===== config.mk =====
export PLATFORM = sky130hd
export DESIGN_NAME = aibcr3_4to2enc_flat
export DESIGN_NICKNAME = d
export VERILOG_FILES = /design/src/rtl/aibcr3_4to2enc_if.sv /design/src/rtl/aibcr3_4to2enc.sv /design/src/flat_wrapper.sv
export SDC_FILE = /design/constraint.sdc
export NUM_CORES = 1
export LEC_CHECK = 0
export ABC_CLOCK_PERIOD_IN_PS = 2000
export CAP_MARGIN = 20
export CORE_ASPECT_RATIO = 0.8
export CORE_MARGIN = 4
export CORE_UTILIZATION = 50
export DETAILED_ROUTE_END_ITERATION = 8
export HOLD_SLACK_MARGIN = 0.05
export PLACE_DENSITY = 0.75
export SETUP_SLACK_MARGIN = 0.4
export SLEW_MARGIN = 25
export SYNTH_ARGS = -nofsm -noshare
export SYNTH_HDL_FRONTEND = slang
export SYNTH_SLANG_ARGS = --single-unit

===== constraint.sdc =====
create_clock -name clk -period 2 [get_ports clk]
set_clock_uncertainty 0.2 [all_clocks]
set_input_delay 0.5 -clock clk [delete_from_list [all_inputs] [get_ports clk]]
set_output_delay 0.5 -clock clk [all_outputs]
set_load 0.005 [all_outputs]

===== src/rtl/aibcr3_4to2enc_if.sv =====
// rtl/aibcr3_4to2enc_if.sv - readback/control bundle for the 4-to-2 thermometer encoder
interface aibcr3_4to2enc_if;
    logic       enable;
    logic       sample_req;
    logic [3:0] nsel_inb;
    logic [3:0] psel_in;
    logic [1:0] nsel_code;
    logic [1:0] psel_code;
    logic       code_vld;
    logic       therm_err;
    logic       np_mismatch;
    logic       timeout_err;
    logic       busy;

    modport master (
        output enable, sample_req, nsel_inb, psel_in,
        input  nsel_code, psel_code, code_vld, therm_err, np_mismatch, timeout_err, busy
    );

    modport slave (
        input  enable, sample_req, nsel_inb, psel_in,
        output nsel_code, psel_code, code_vld, therm_err, np_mismatch, timeout_err, busy
    );
endinterface


===== src/rtl/aibcr3_4to2enc.sv =====
// rtl/aibcr3_4to2enc.sv - settle/filter/encode of n/p thermometer readbacks into 2-bit codes
module aibcr3_4to2enc #(
    parameter int SETTLE_CYC = 4,
    parameter int STABLE_CNT = 3,
    parameter int TIMEOUT    = 64
) (
    input logic              clk,
    input logic              reset,
    aibcr3_4to2enc_if.slave  bus
);

    typedef enum logic [1:0] {
        IDLE   = 2'd0,
        SETTLE = 2'd1,
        FILTER = 2'd2,
        DONE   = 2'd3
    } state_t;

    localparam logic [3:0] SETTLE_LAST = 4'(SETTLE_CYC - 1);
    localparam logic [2:0] STABLE_W    = 3'(STABLE_CNT);
    localparam logic [7:0] TIMEOUT_W   = 8'(TIMEOUT);

    state_t     state, state_nxt;
    logic [3:0] settle_cnt, settle_cnt_nxt;
    logic [2:0] stable_cnt, stable_cnt_nxt;
    logic [7:0] filt_cnt, filt_cnt_nxt;
    logic [3:0] n_prev, n_prev_nxt;
    logic [3:0] p_prev, p_prev_nxt;
    logic [1:0] nsel_code, nsel_code_nxt;
    logic [1:0] psel_code, psel_code_nxt;
    logic       code_vld, code_vld_nxt;
    logic       therm_err, therm_err_nxt;
    logic       np_mismatch, np_mismatch_nxt;
    logic       timeout_err, timeout_err_nxt;

    logic [3:0] n_pat;
    logic [3:0] p_pat;
    logic [2:0] stable_inc;
    logic [7:0] filt_inc;

    // The n leg reads back inverted; normalise so both legs share one encoder.
    assign n_pat = ~bus.nsel_inb;
    assign p_pat = bus.psel_in;

    function automatic logic pat_legal(input logic [3:0] pat);
        case (pat)
            4'b0001, 4'b0011, 4'b0111, 4'b1111: return 1'b1;
            default:                            return 1'b0;
        endcase
    endfunction

    function automatic logic [1:0] pat_code(input logic [3:0] pat);
        case (pat)
            4'b0011: return 2'b01;
            4'b0111: return 2'b10;
            4'b1111: return 2'b11;
            default: return 2'b00;
        endcase
    endfunction

    // Run-length of identical samples and FILTER dwell, precomputed for the FSM.
    always_comb begin
        if (stable_cnt == 3'd0 || n_pat != n_prev || p_pat != p_prev) begin
            stable_inc = 3'd1;
        end else begin
            stable_inc = stable_cnt + 3'd1;
        end
        filt_inc = filt_cnt + 8'd1;
    end

    // Next-state and next-output logic; everything holds unless a state acts on it.
    always_comb begin
        state_nxt       = state;
        settle_cnt_nxt  = settle_cnt;
        stable_cnt_nxt  = stable_cnt;
        filt_cnt_nxt    = filt_cnt;
        n_prev_nxt      = n_prev;
        p_prev_nxt      = p_prev;
        nsel_code_nxt   = nsel_code;
        psel_code_nxt   = psel_code;
        code_vld_nxt    = 1'b0;
        therm_err_nxt   = therm_err;
        np_mismatch_nxt = np_mismatch;
        timeout_err_nxt = timeout_err;

        if (state != IDLE && !bus.enable) begin
            // Abort: drop back quietly, leaving codes and flags as they were.
            state_nxt      = IDLE;
            settle_cnt_nxt = 4'd0;
            stable_cnt_nxt = 3'd0;
            filt_cnt_nxt   = 8'd0;
        end else begin
            unique case (state)
                IDLE: begin
                    settle_cnt_nxt = 4'd0;
                    stable_cnt_nxt = 3'd0;
                    filt_cnt_nxt   = 8'd0;
                    if (bus.sample_req && bus.enable) begin
                        state_nxt       = SETTLE;
                        therm_err_nxt   = 1'b0;
                        np_mismatch_nxt = 1'b0;
                        timeout_err_nxt = 1'b0;
                    end
                end
                SETTLE: begin
                    if (settle_cnt == SETTLE_LAST) begin
                        state_nxt      = FILTER;
                        settle_cnt_nxt = 4'd0;
                        stable_cnt_nxt = 3'd0;
                        filt_cnt_nxt   = 8'd0;
                    end else begin
                        settle_cnt_nxt = settle_cnt + 4'd1;
                    end
                end
                FILTER: begin
                    n_prev_nxt     = n_pat;
                    p_prev_nxt     = p_pat;
                    stable_cnt_nxt = stable_inc;
                    filt_cnt_nxt   = filt_inc;
                    if (stable_inc == STABLE_W) begin
                        // Acceptance wins over a timeout landing on the same cycle.
                        state_nxt = DONE;
                        if (pat_legal(n_pat) && pat_legal(p_pat)) begin
                            nsel_code_nxt   = pat_code(n_pat);
                            psel_code_nxt   = pat_code(p_pat);
                            code_vld_nxt    = 1'b1;
                            np_mismatch_nxt = np_mismatch | (pat_code(n_pat) != pat_code(p_pat));
                        end else begin
                            therm_err_nxt = 1'b1;
                        end
                    end else if (filt_inc == TIMEOUT_W) begin
                        state_nxt       = IDLE;
                        timeout_err_nxt = 1'b1;
                        stable_cnt_nxt  = 3'd0;
                        filt_cnt_nxt    = 8'd0;
                    end
                end
                DONE: begin
                    state_nxt      = IDLE;
                    stable_cnt_nxt = 3'd0;
                    filt_cnt_nxt   = 8'd0;
                end
                default: begin
                    state_nxt = IDLE;
                end
            endcase
        end
    end

    // State and registered outputs; reset overrides everything.
    always_ff @(posedge clk) begin
        if (reset) begin
            state       <= IDLE;
            settle_cnt  <= 4'd0;
            stable_cnt  <= 3'd0;
            filt_cnt    <= 8'd0;
            n_prev      <= 4'd0;
            p_prev      <= 4'd0;
            nsel_code   <= 2'b00;
            psel_code   <= 2'b00;
            code_vld    <= 1'b0;
            therm_err   <= 1'b0;
            np_mismatch <= 1'b0;
            timeout_err <= 1'b0;
        end else begin
            state       <= state_nxt;
            settle_cnt  <= settle_cnt_nxt;
            stable_cnt  <= stable_cnt_nxt;
            filt_cnt    <= filt_cnt_nxt;
            n_prev      <= n_prev_nxt;
            p_prev      <= p_prev_nxt;
            nsel_code   <= nsel_code_nxt;
            psel_code   <= psel_code_nxt;
            code_vld    <= code_vld_nxt;
            therm_err   <= therm_err_nxt;
            np_mismatch <= np_mismatch_nxt;
            timeout_err <= timeout_err_nxt;
        end
    end

    assign bus.nsel_code   = nsel_code;
    assign bus.psel_code   = psel_code;
    assign bus.code_vld    = code_vld;
    assign bus.therm_err   = therm_err;
    assign bus.np_mismatch = np_mismatch;
    assign bus.timeout_err = timeout_err;
    assign bus.busy        = (state != IDLE);

endmodule


===== src/flat_wrapper.sv =====
// flat-port wrapper written by rule: the top's interface ports become plain ports
module aibcr3_4to2enc_flat 
#(
    parameter int SETTLE_CYC = 4,
    parameter int STABLE_CNT = 3,
    parameter int TIMEOUT    = 64
)
  (clk, reset, bus_enable, bus_sample_req, bus_nsel_inb, bus_psel_in, bus_nsel_code, bus_psel_code, bus_code_vld, bus_therm_err, bus_np_mismatch, bus_timeout_err, bus_busy);
  aibcr3_4to2enc_if bus_i ();
  input logic clk;
  input logic reset;
  input wire logic [$bits(bus_i.enable)-1:0] bus_enable;
  input wire logic [$bits(bus_i.sample_req)-1:0] bus_sample_req;
  input wire logic [$bits(bus_i.nsel_inb)-1:0] bus_nsel_inb;
  input wire logic [$bits(bus_i.psel_in)-1:0] bus_psel_in;
  output wire logic [$bits(bus_i.nsel_code)-1:0] bus_nsel_code;
  output wire logic [$bits(bus_i.psel_code)-1:0] bus_psel_code;
  output wire logic [$bits(bus_i.code_vld)-1:0] bus_code_vld;
  output wire logic [$bits(bus_i.therm_err)-1:0] bus_therm_err;
  output wire logic [$bits(bus_i.np_mismatch)-1:0] bus_np_mismatch;
  output wire logic [$bits(bus_i.timeout_err)-1:0] bus_timeout_err;
  output wire logic [$bits(bus_i.busy)-1:0] bus_busy;
  assign bus_i.enable = bus_enable;
  assign bus_i.sample_req = bus_sample_req;
  assign bus_i.nsel_inb = bus_nsel_inb;
  assign bus_i.psel_in = bus_psel_in;
  assign bus_nsel_code = bus_i.nsel_code;
  assign bus_psel_code = bus_i.psel_code;
  assign bus_code_vld = bus_i.code_vld;
  assign bus_therm_err = bus_i.therm_err;
  assign bus_np_mismatch = bus_i.np_mismatch;
  assign bus_timeout_err = bus_i.timeout_err;
  assign bus_busy = bus_i.busy;
  aibcr3_4to2enc #(.SETTLE_CYC(SETTLE_CYC), .STABLE_CNT(STABLE_CNT), .TIMEOUT(TIMEOUT)) u_core (.clk(clk), .reset(reset), .bus(bus_i));
endmodule

Yosys cells after proc, flatten, opt, wreduce, memory -nomap -nowiden
Index checks and enable logic that the tools add are counted.

word-level totals
  bits in registers = 33
  bits of input ports = 12
  output and inout bits = 9
  logic and storage cells = 112

cells by class
  add/sub/neg operators = 3
  equal/unequal tests = 25
  mux-type cells = 45
  bitwise operators = 5
  reduce and logical (&&, ||, !) cells = 22

operator list
  kind                                                             number
  2-bit two-way mux                                                12
  8-bit two-way mux                                                3
  8-bit case mux with 3 select lines                               1
  1-bit two-way mux                                                16
  5-bit AND reduction                                              3
  4-bit by 2-bit == test with 1-bit output, second input constant  3
  3-bit two-way mux                                                4
  2-bit case mux with 3 select lines                               2
  4-bit OR reduction                                               3
  2-bit by 1-bit != test with 1-bit output, second input constant  5
  3-bit case mux with 3 select lines                               1
  8-bit by 1-bit adder with 8-bit output, second input constant    1
  4-bit by 1-bit == test with 1-bit output, second input constant  2
  4-bit by 3-bit == test with 1-bit output, second input constant  2
  4-bit == test, second input constant                             2
  8-bit by 7-bit == test with 1-bit output, second input constant  1
  4-bit != test                                                    2
  2-bit case mux with 4 select lines                               1
  4-bit case mux with 2 select lines                               1
  1-bit case mux with 2 select lines                               3
  2-bit nonzero test                                               3
  4-bit by 1-bit adder with 4-bit output, second input constant    1
  2-bit == test, second input constant                             2
  4-bit two-way mux                                                1
  other kinds (18)                                                 25

Logic depth before layout (Yosys ltp)
  depth after elaboration = 19
  mapped depth = 8
  mapped depth without buffers = 8

Worst setup path before layout
No wires, ideal clock.

  path type = input to register
  from = input port bus_psel_in[0]
  to = register u_core.nsel_code[0] (netlist: u_core.bus.nsel_code[0])
  library setup time = 128 ps
  arrival = 1821 ps
  data required time = 1672 ps
  path slack = -148 ps
  stages on the path = 7
  path buffers = 1
  cell sequence = buf_2 > xor2_1 > nor4_4 > nand4_4 > nor3_4 > mux2i_1 > nor2_1

between the ends
  longest elaborated chain between the ends = 8
  elaborated cells on any way between the ends = 15
  those cells by class = eq/ne (6); mux (5); reduce/logical (4)

ends and longest elaborated chain
  item                                                              RTL line               source
  from (decl)                                                       flat_wrapper.sv:15     input wire logic [$bits(bus_i.psel_in)-1:0] bus_psel_in;
  4-bit by 1-bit == test with 1-bit output (tied with other cells)  aibcr3_4to2enc.sv:46   case (pat)
  4-bit OR reduction                                                aibcr3_4to2enc.sv:46
  1-bit two-way mux                                                 aibcr3_4to2enc.sv:46
  1-bit two-way mux                                                 aibcr3_4to2enc.sv:120  if (stable_inc == STABLE_W) begin
  1-bit two-way mux                                                 aibcr3_4to2enc.sv:93   unique case (state)
  1-bit two-way mux                                                 aibcr3_4to2enc.sv:86   if (state != IDLE && !bus.enable) begin
  1-bit logical AND                                                 aibcr3_4to2enc.sv:123  if (pat_legal(n_pat) && pat_legal(p_pat)) begin
  4-bit AND reduction (no source line) (*)                          -
  to (signal assigned)                                              aibcr3_4to2enc.sv:172  nsel_code <= nsel_code_nxt;
  to (decl)                                                         aibcr3_4to2enc.sv:29   logic [1:0] nsel_code, nsel_code_nxt;

Mark *: on every way between the ends. The rest lies on a longest branch, timed or not. The select of a mux whose other input is x is not followed.
A chain may end at the register's enable or synchronous reset.

Worst setup path after layout
  from = input port bus_nsel_inb[0]
  to = register u_core.filt_cnt[6]

between the ends
  longest elaborated chain between the ends = 8

ends and longest elaborated chain
  item                                      RTL line               source
  from (decl)                               flat_wrapper.sv:14     input wire logic [$bits(bus_i.nsel_inb)-1:0] bus_nsel_inb;
  4-bit NOT                                 aibcr3_4to2enc.sv:42   assign n_pat = ~bus.nsel_inb;
  4-bit != test                             aibcr3_4to2enc.sv:63   if (stable_cnt == 3'd0 || n_pat != n_prev || p_pat != p_prev) begin
  1-bit logical OR (2 in series)            aibcr3_4to2enc.sv:63
  3-bit two-way mux                         aibcr3_4to2enc.sv:63
  3-bit by 2-bit == test with 1-bit output  aibcr3_4to2enc.sv:120
  8-bit two-way mux                         aibcr3_4to2enc.sv:120
  8-bit case mux with 3 select lines        aibcr3_4to2enc.sv:93
  to (signal assigned)                      aibcr3_4to2enc.sv:169  filt_cnt <= filt_cnt_nxt;
  to (decl)                                 aibcr3_4to2enc.sv:26   logic [7:0] filt_cnt, filt_cnt_nxt;

No other way between the ends.

==> results.json <==
{
  "synth_cell_types": 43,
  "count_of_hold_fix_buffers_inserted_at_cts": 0,
  "rsz0062_at_grt": "yes",
  "timing.final.hold_violations": 0,
  "std_cell_rows": 19,
  "clk_transition_reported_paths_ns": 0.07,
  "area_growth_syn_to_layout_pct": 48.1,
  "worst_max_slew_pin_slew_ns": 0.381,
  "setup.worst_path.start_class": "primary input",
  "detail_route.vias_per_cell": 6.08,
  "power.share.clock_pct": 35.0,
  "warnings_from_yosys": 0,
  "synth_top_area_cell": "dfxtp_1",
  "synth-seq-cells": 33,
  "crit_path_end_kind": "flip-flop",
  "num_antenna_cells": 0,
  "cts_tree": "done",
  "critPathRequiredTime_ns": 2.03,
  "p_total_mw": 1.49,
  "pwr-share-comb_pct": 18.9,
  "place_congestion": 0.791,
  "max_stage_delay_ns": 0.27,
  "switching_share_pct": 27.7,
  "design.die.area_sq_um": 4740,
  "drt_first_pass_iters": 5,
  "max_slew_margin_pct": 74.4,
  "layout.filler_cells": 212,
  "syn-num-nets": 239,
  "synth_top_cell_area_share_pct": 35.7,
  "half_perimeter_wire_length_after_placement_um": 3320,
  "post_route_cells_drive_above_1_share_pct": 41.8,
  "crit_family": "buffers and inverters",
  "power_density_over_cell_area_nw_per_um2": 543,
  "synth-seq-area-share_pct": 35.7,
  "power.ir.vdd_worst_v": 0.000364,
  "register_share_of_total_power_pct": 46.1,
  "die_width_um": 76.0,
  "number_of_routed_nets_with_antenna_violations": 0,
  "setup_viol": 0,
  "grt_remaining_overflow": 0,
  "cell_internal_pwr_mw": 1.07,
  "placeableCoreArea_sq_um": 3490,
  "layout_worst_path_cycle_share_pct": 99.7,
  "vias_in_the_first_global_route": 1757,
  "outcome": "completed",
  "grt_max_degree": 12,
  "drt-initial-drc-count": 218,
  "synth.area.top_cells": "dfxtp_1 36%, xor2_1 4.7%, nand2_1 4.7%",
  "netlist_area_pre_place_sq_um": 1850,
  "netlist_instances": 222,
  "number_of_slew_limit_violations_in_the_final_report": 0,
  "clock.fmax_mhz": 502,
  "h-tree-depth": 2,
  "timing.max_cap.violations": 0,
  "die_h_um": 62.4,
  "clockBufferDepth": 2,
  "place.port_buffers": 20,
  "power.static_leakage_nw": 1.10,
  "average_cell_area_after_synthesis_sq_um": 8.33,
  "drc_errors": 0,
  "start_util_pct": 52.9,
  "cp_data_arrival_time_ns": 2.02,
  "timing.hold.worst.class": "reg -> reg",
  "route.detailed.wl_per_inst_um": 18.3,
  "final_net_count": 302,
  "numPlacedInstances": 308,
  "regToRegSetupSlack_ns": 0.03,
  "grt_pass1_wl_um": 8490,
  "final_cells": 327,
  "num_vias": 1989,
  "grt_util_all_layers_pct": 21.8,
  "crit_path_cell_trace": "dlygate4sd2_1 -> xnor2_1 -> nor3_2 -> buf_4 -> nand4_4 -> buf_6 -> buf_8 -> nand3_4 -> nand4_1 -> mux2i_1",
  "wirelength_um": 5980,
  "io_pins": 21,
  "p_sw_mw": 0.412,
  "grt_antenna_before_repair": 0,
  "crit_fanout": 5,
  "numClockSinks": 33,
  "critPathSlowestCell": "dlygate4sd2_1",
  "clk_root_buffer_cell": "clkbuf_8",
  "fin_hold_ws_ns": 0.269,
  "cts_made_buffers": 5,
  "sum_of_buffers_and_inverters_on_the_critical_path": 4,
  "period_needed_ns": 1.99,
  "criticalPathCategory": "in -> reg",
  "worst_skew_pair.late_latency_ns": 0.29
}
per-layer routing:
| layer | up-vias | global-route usage, % | wire length (um) |
|---|---|---|---|
| met2 | 114 | 32.1 | 2760 |
| li1 | 919 | - | - |
| met5 | - | 0 | 0 |
| met1 | 927 | 31.0 | 2590 |
| met4 | 0 | 7.56 | 219 |
| met3 | 29 | 5.19 | 408 |
layout by cell type (no fill, tap or decap), types with 7 or more instances in the layout:
| master | count |
|---|---|
| buf_6 | 7 |
| dlygate4sd2_1 | 8 |
| dfxtp_1 | 21 |
| nor2_1 | 17 |
| dfxtp_2 | 9 |
| xor2_1 | 8 |
| buf_4 | 41 |
| nor2b_1 | 7 |
| a21oi_1 | 10 |
| nand2_1 | 21 |
power by group through the flow:
stage               Combinational, mW  Clock, mW  Sequential, mW
finish                          0.281      0.521           0.685
global route                    0.300      0.557           0.686
CTS                             0.240      0.520           0.683
detailed placement              0.229          0           0.699
global placement                0.225          0           0.699
floorplan                       0.121          0           0.697
cells in the mapped netlist:
cell       instances
xor2_1            10
a22oi_1            3
and2_1             1
a2bb2oi_1          1
nor4b_1            2
nand3b_1           2
and4_1             3
a31oi_1            5
o21bai_1           1
nand2b_1           2
a41oi_1            2
o21ai_1            1
nor2_1            22
and3_1             3
nand4_1            6
nor3_1             2
buf_2              5
nor3_4             1
o21a_1             1
clkbuf_1           7
a311oi_1           2
mux2i_1            6
nor2b_1            9
nor3_2             1
and3b_1            1
inv_1              8
nand4b_1           1
a211oi_1           5
o22ai_1            2
ha_1               5
nor4_1             3
xnor2_2            1
o21ai_0           10
buf_6              1
o31ai_1            2
nand4_4            1
xnor2_1            6
nand3_1            7
a21oi_1           13
nand2_1           23
nor4_4             1
dfxtp_1           33
a32o_1             1
metrics by stage:
stage	instance area (sq um)	setup TNS [ns]	setup WS, ns	utilization (%)
5_1_grt	2740	-0.458	-0.114	78.4
6_report	2740	0	0.00666	78.4
2_1_floorplan	1910	-0.128	-0.0426	-
4_1_cts	2550	-0.00939	-0.00934	72.9
3_3_place_gp	2350	-7.82	-0.560	67.3
3_5_place_dp	2350	-8.57	-0.640	67.3
kinds of logic (layout without fill, tap and decap cells):
group | after synthesis | in the layout | synth area share, %
simple gates | 91 | 91 | 27.5
compound gates | 49 | 49 | 16.6
flops | 33 | 33 | 35.7
buf+inv | 21 | 84 | 5.01
xor+xnor | 17 | 17 | 8.46
mux | 6 | 6 | 3.25
fa+ha+maj | 5 | 5 | 3.38
state kept, by name (all words and copies together) (netlist names), 2 cells and up:
signal,count
u_core.stable_cnt,3
u_core.bus.nsel_code,2
u_core.settle_cnt,4
u_core.state,2
u_core.n_prev,4
u_core.bus.psel_code,2
u_core.p_prev,4
u_core.filt_cnt,8
tightest hold or removal path, cell delays in order, from the launching register on:
cell and delay (ns):
dfxtp_2 0.33, nand2_1 0.06, o21ai_2 0.05
final timing paths:
| path | cells after the start | start | endpoint |
|---|---|---|---|
| max | 10 | bus_nsel_inb[0] | u_core.filt_cnt[6] |
| min | 2 | u_core.bus.timeout_err | u_core.bus.timeout_err |
| max reg2reg | 9 | u_core.stable_cnt[0] | u_core.filt_cnt[6] |
| min reg2reg | 2 | u_core.bus.timeout_err | u_core.bus.timeout_err |
what timing repair did:
| action | 4_1_cts | 5_1_grt |
|---|---|---|
| pin swaps | 13 | 20 |
| setup endpoints to repair | 36 | 30 |
| cloned | 1 | 0 |
| setup buffers | 4 | 7 |
| resized for setup | 56 | 55 |
final cells by class:
class                           count  area, sq um  area share (%)
Tap cell                           42         52.6            1.92
Inverter                            8         30.0            1.10
Sequential cell                    33          683            24.9
Multi-Input combinational cell    168         1330            48.6
Timing Repair Buffer               69          557            20.3
Clock buffer                        7         86.3            3.15
Note: power is estimated with default switching activity, not from simulation.
==> edit (same settings) <==
Reset style: asynchronous (`reset`), changed in one clocked block.
--- a/src/rtl/aibcr3_4to2enc.sv
+++ b/src/rtl/aibcr3_4to2enc.sv
@@ -149,5 +149,5 @@
 
     // State and registered outputs; reset overrides everything.
-    always_ff @(posedge clk) begin
+    always_ff @(posedge clk or posedge reset) begin
         if (reset) begin
             state       <= IDLE;
Function: differs if reset is asserted again (counterexample within 4 cycles, from zero or initial values and one cycle with reset high); with reset held inactive, the same outputs for 10 cycles.
==> edit against the unedited design <==
- the flow now finishes with violations (setup timing)
- non-clock buffer count rose by 30
- design area rose by 15%
- die area rose by 1.3%
- synthesized area rose by 1.5%
- sequential share of layout area rose by 1.4 points
- routed wire length rose by 6.4%
- first-iteration DRC count fell by 16%
- sequential cell count did not move
- worst hold slack improved by 0.041 ns
- setup slack got worse by 0.30 ns
- highest routed layer unchanged
Power is not compared: it rests on default switching activity, and its combinational part moved more than twofold at a synthesized area within 25%.
==> edit: results (changes against the unedited design) <==
grt:
  grtUsageMet3: 0.05908  # +0.007205
  grt_max_degree: 34  # +22
  use_met2: 0.4035  # +0.08300
  track_usage: 0.2502  # +0.03201
  use_met1: 0.3330  # +0.02308
  grt_pass1_vias: 2016  # +15%
  grt_pass1_wl_um: 9660  # +14%
timing:
  setup-tns-final_ns: -1.285  # -1.285 ns
  slew-limit-headroom: 0.7157  # -0.02870
  hold_ws_ns: 0.3104  # +0.04115 ns
  worst_slack_ns: -0.2903  # -0.2970 ns
  setup_viol_count_final: 9  # +9
clock_network:
  clock_latency_ns: 0.30
  cts_setup_buffers: 18  # +14
  htreeDepth: 2  # unchanged
  cts.repair.resized: 94  # +68%
yosys:
  netlist_top_cells_area: "dfrtp_1 44%, nand2_1 7.0%, o21ai_0 5.3%, xor2_1 3.7%, ha_1 3.3%"
  synthTopCellsByCount: "35 x nand2_1, 33 x dfrtp_1, 20 x o21ai_0"
  synthXorXnorAreaFrac: 0.07400  # -0.01057
  netlist_instances: 200  # -9.9%
  synth_flop_cell: "dfrtp_1"
  synthMuxAreaShare: 0.03200  # -0.0004763
  async_reset_ff_frac: 1.000  # +1.000
  synthesis.nets: 217  # -9.2%
  yosysSeqAreaShare: 0.4400  # +0.08276
  synthAdderAreaFrac: 0.03333  # -0.0004962
worst_setup_path:
  path_delay_family: "simple AND/OR/NAND/NOR gates"
  arrival_ns: 2.26  # +0.24 ns
  crit_end: "u_core.bus.psel_code[0]$_DFFE_PP0P_"
  cp_max_fo: 4  # -1
  r2r_setup_slack_ns: -0.28  # -0.31 ns
  crit_path_max_incr_delay_ns: 0.47  # +0.20 ns
  r2r_cells: 5  # -4
  slowest_stage: "or3b_4"
  reg2reg_from: "u_core.n_prev[3]$_DFFE_PP0P_"
  setup.worst_path.start: "bus_nsel_inb[3]"
outcome:
  status: "finished with violations"
  violations: "setup timing"
route:
  vias_per_cell: 5.882  # -3.3%
  routed-wl-met2_um: 2971  # +7.5%
  wl_um: 6363  # +6.4%
  wl_met1_um: 2775  # +7.2%
  dr_wl_met3_um: 400  # -2.0%
  drt-initial-drc-count: 183  # -16%
placement:
  dp_hpwl_um: 3538  # +6.5%
  gp_congestion: 0.8914  # +13%
  place_ws_ns: -0.6860  # -0.04596 ns
  dp_cells: 303  # -1.6%
  dpl-instance-area_um2: 2505  # +6.4%
min_path:
  min-delay-start: "u_core.bus.nsel_code[1]$_DFFE_PP0P_"
  min_path_type: "reg -> reg"
  min_path_cells: 1  # -1
  min_to: "u_core.bus.nsel_code[1]$_DFFE_PP0P_"
layout:
  fin_nets: 315  # +4.3%
  final_util: 0.8947  # +0.1110
  finalNonFillerCells: 340  # +4.0%
  drive_gt1_frac: 0.5268  # +0.1093
  fill_cells: 154  # -27%
edit: cell count changes in the layout (fill, tap and decap cells not counted), moves of 4 or more:
cell	delta
dfrtp_1	+30
dfxtp_1	-21
buf_4	+20
nand2_1	+13
nor2_1	-13
buf_6	+12
a21oi_1	-9
dfxtp_2	-9
mux2i_1	-6
a211oi_1	-4
dlygate4sd2_1	-4
mux2_4	+4
o21ai_0	+4
edit: cell type report:
| cell class | instances | share of cell area |
|---|---|---|
| Clock buffer | 7 | 0.02742 |
| Inverter | 6 | 0.007154 |
| Multi-Input combinational cell | 153 | 0.4217 |
| Sequential cell | 33 | 0.2635 |
| Tap cell | 42 | 0.01669 |
| Timing Repair Buffer | 99 | 0.2635 |
edit: logic make-up (layout without fill, tap and decap cells):
kind of cell	count (synthesis)	in the layout
multiplexers	4	4
AND/OR/NAND/NOR	84	84
AO/OA/AOI/OAI	45	45
flip-flops	33	33
adder cells (fa/ha/maj)	5	5
buffers and inverters	14	112
XOR/XNOR	15	15
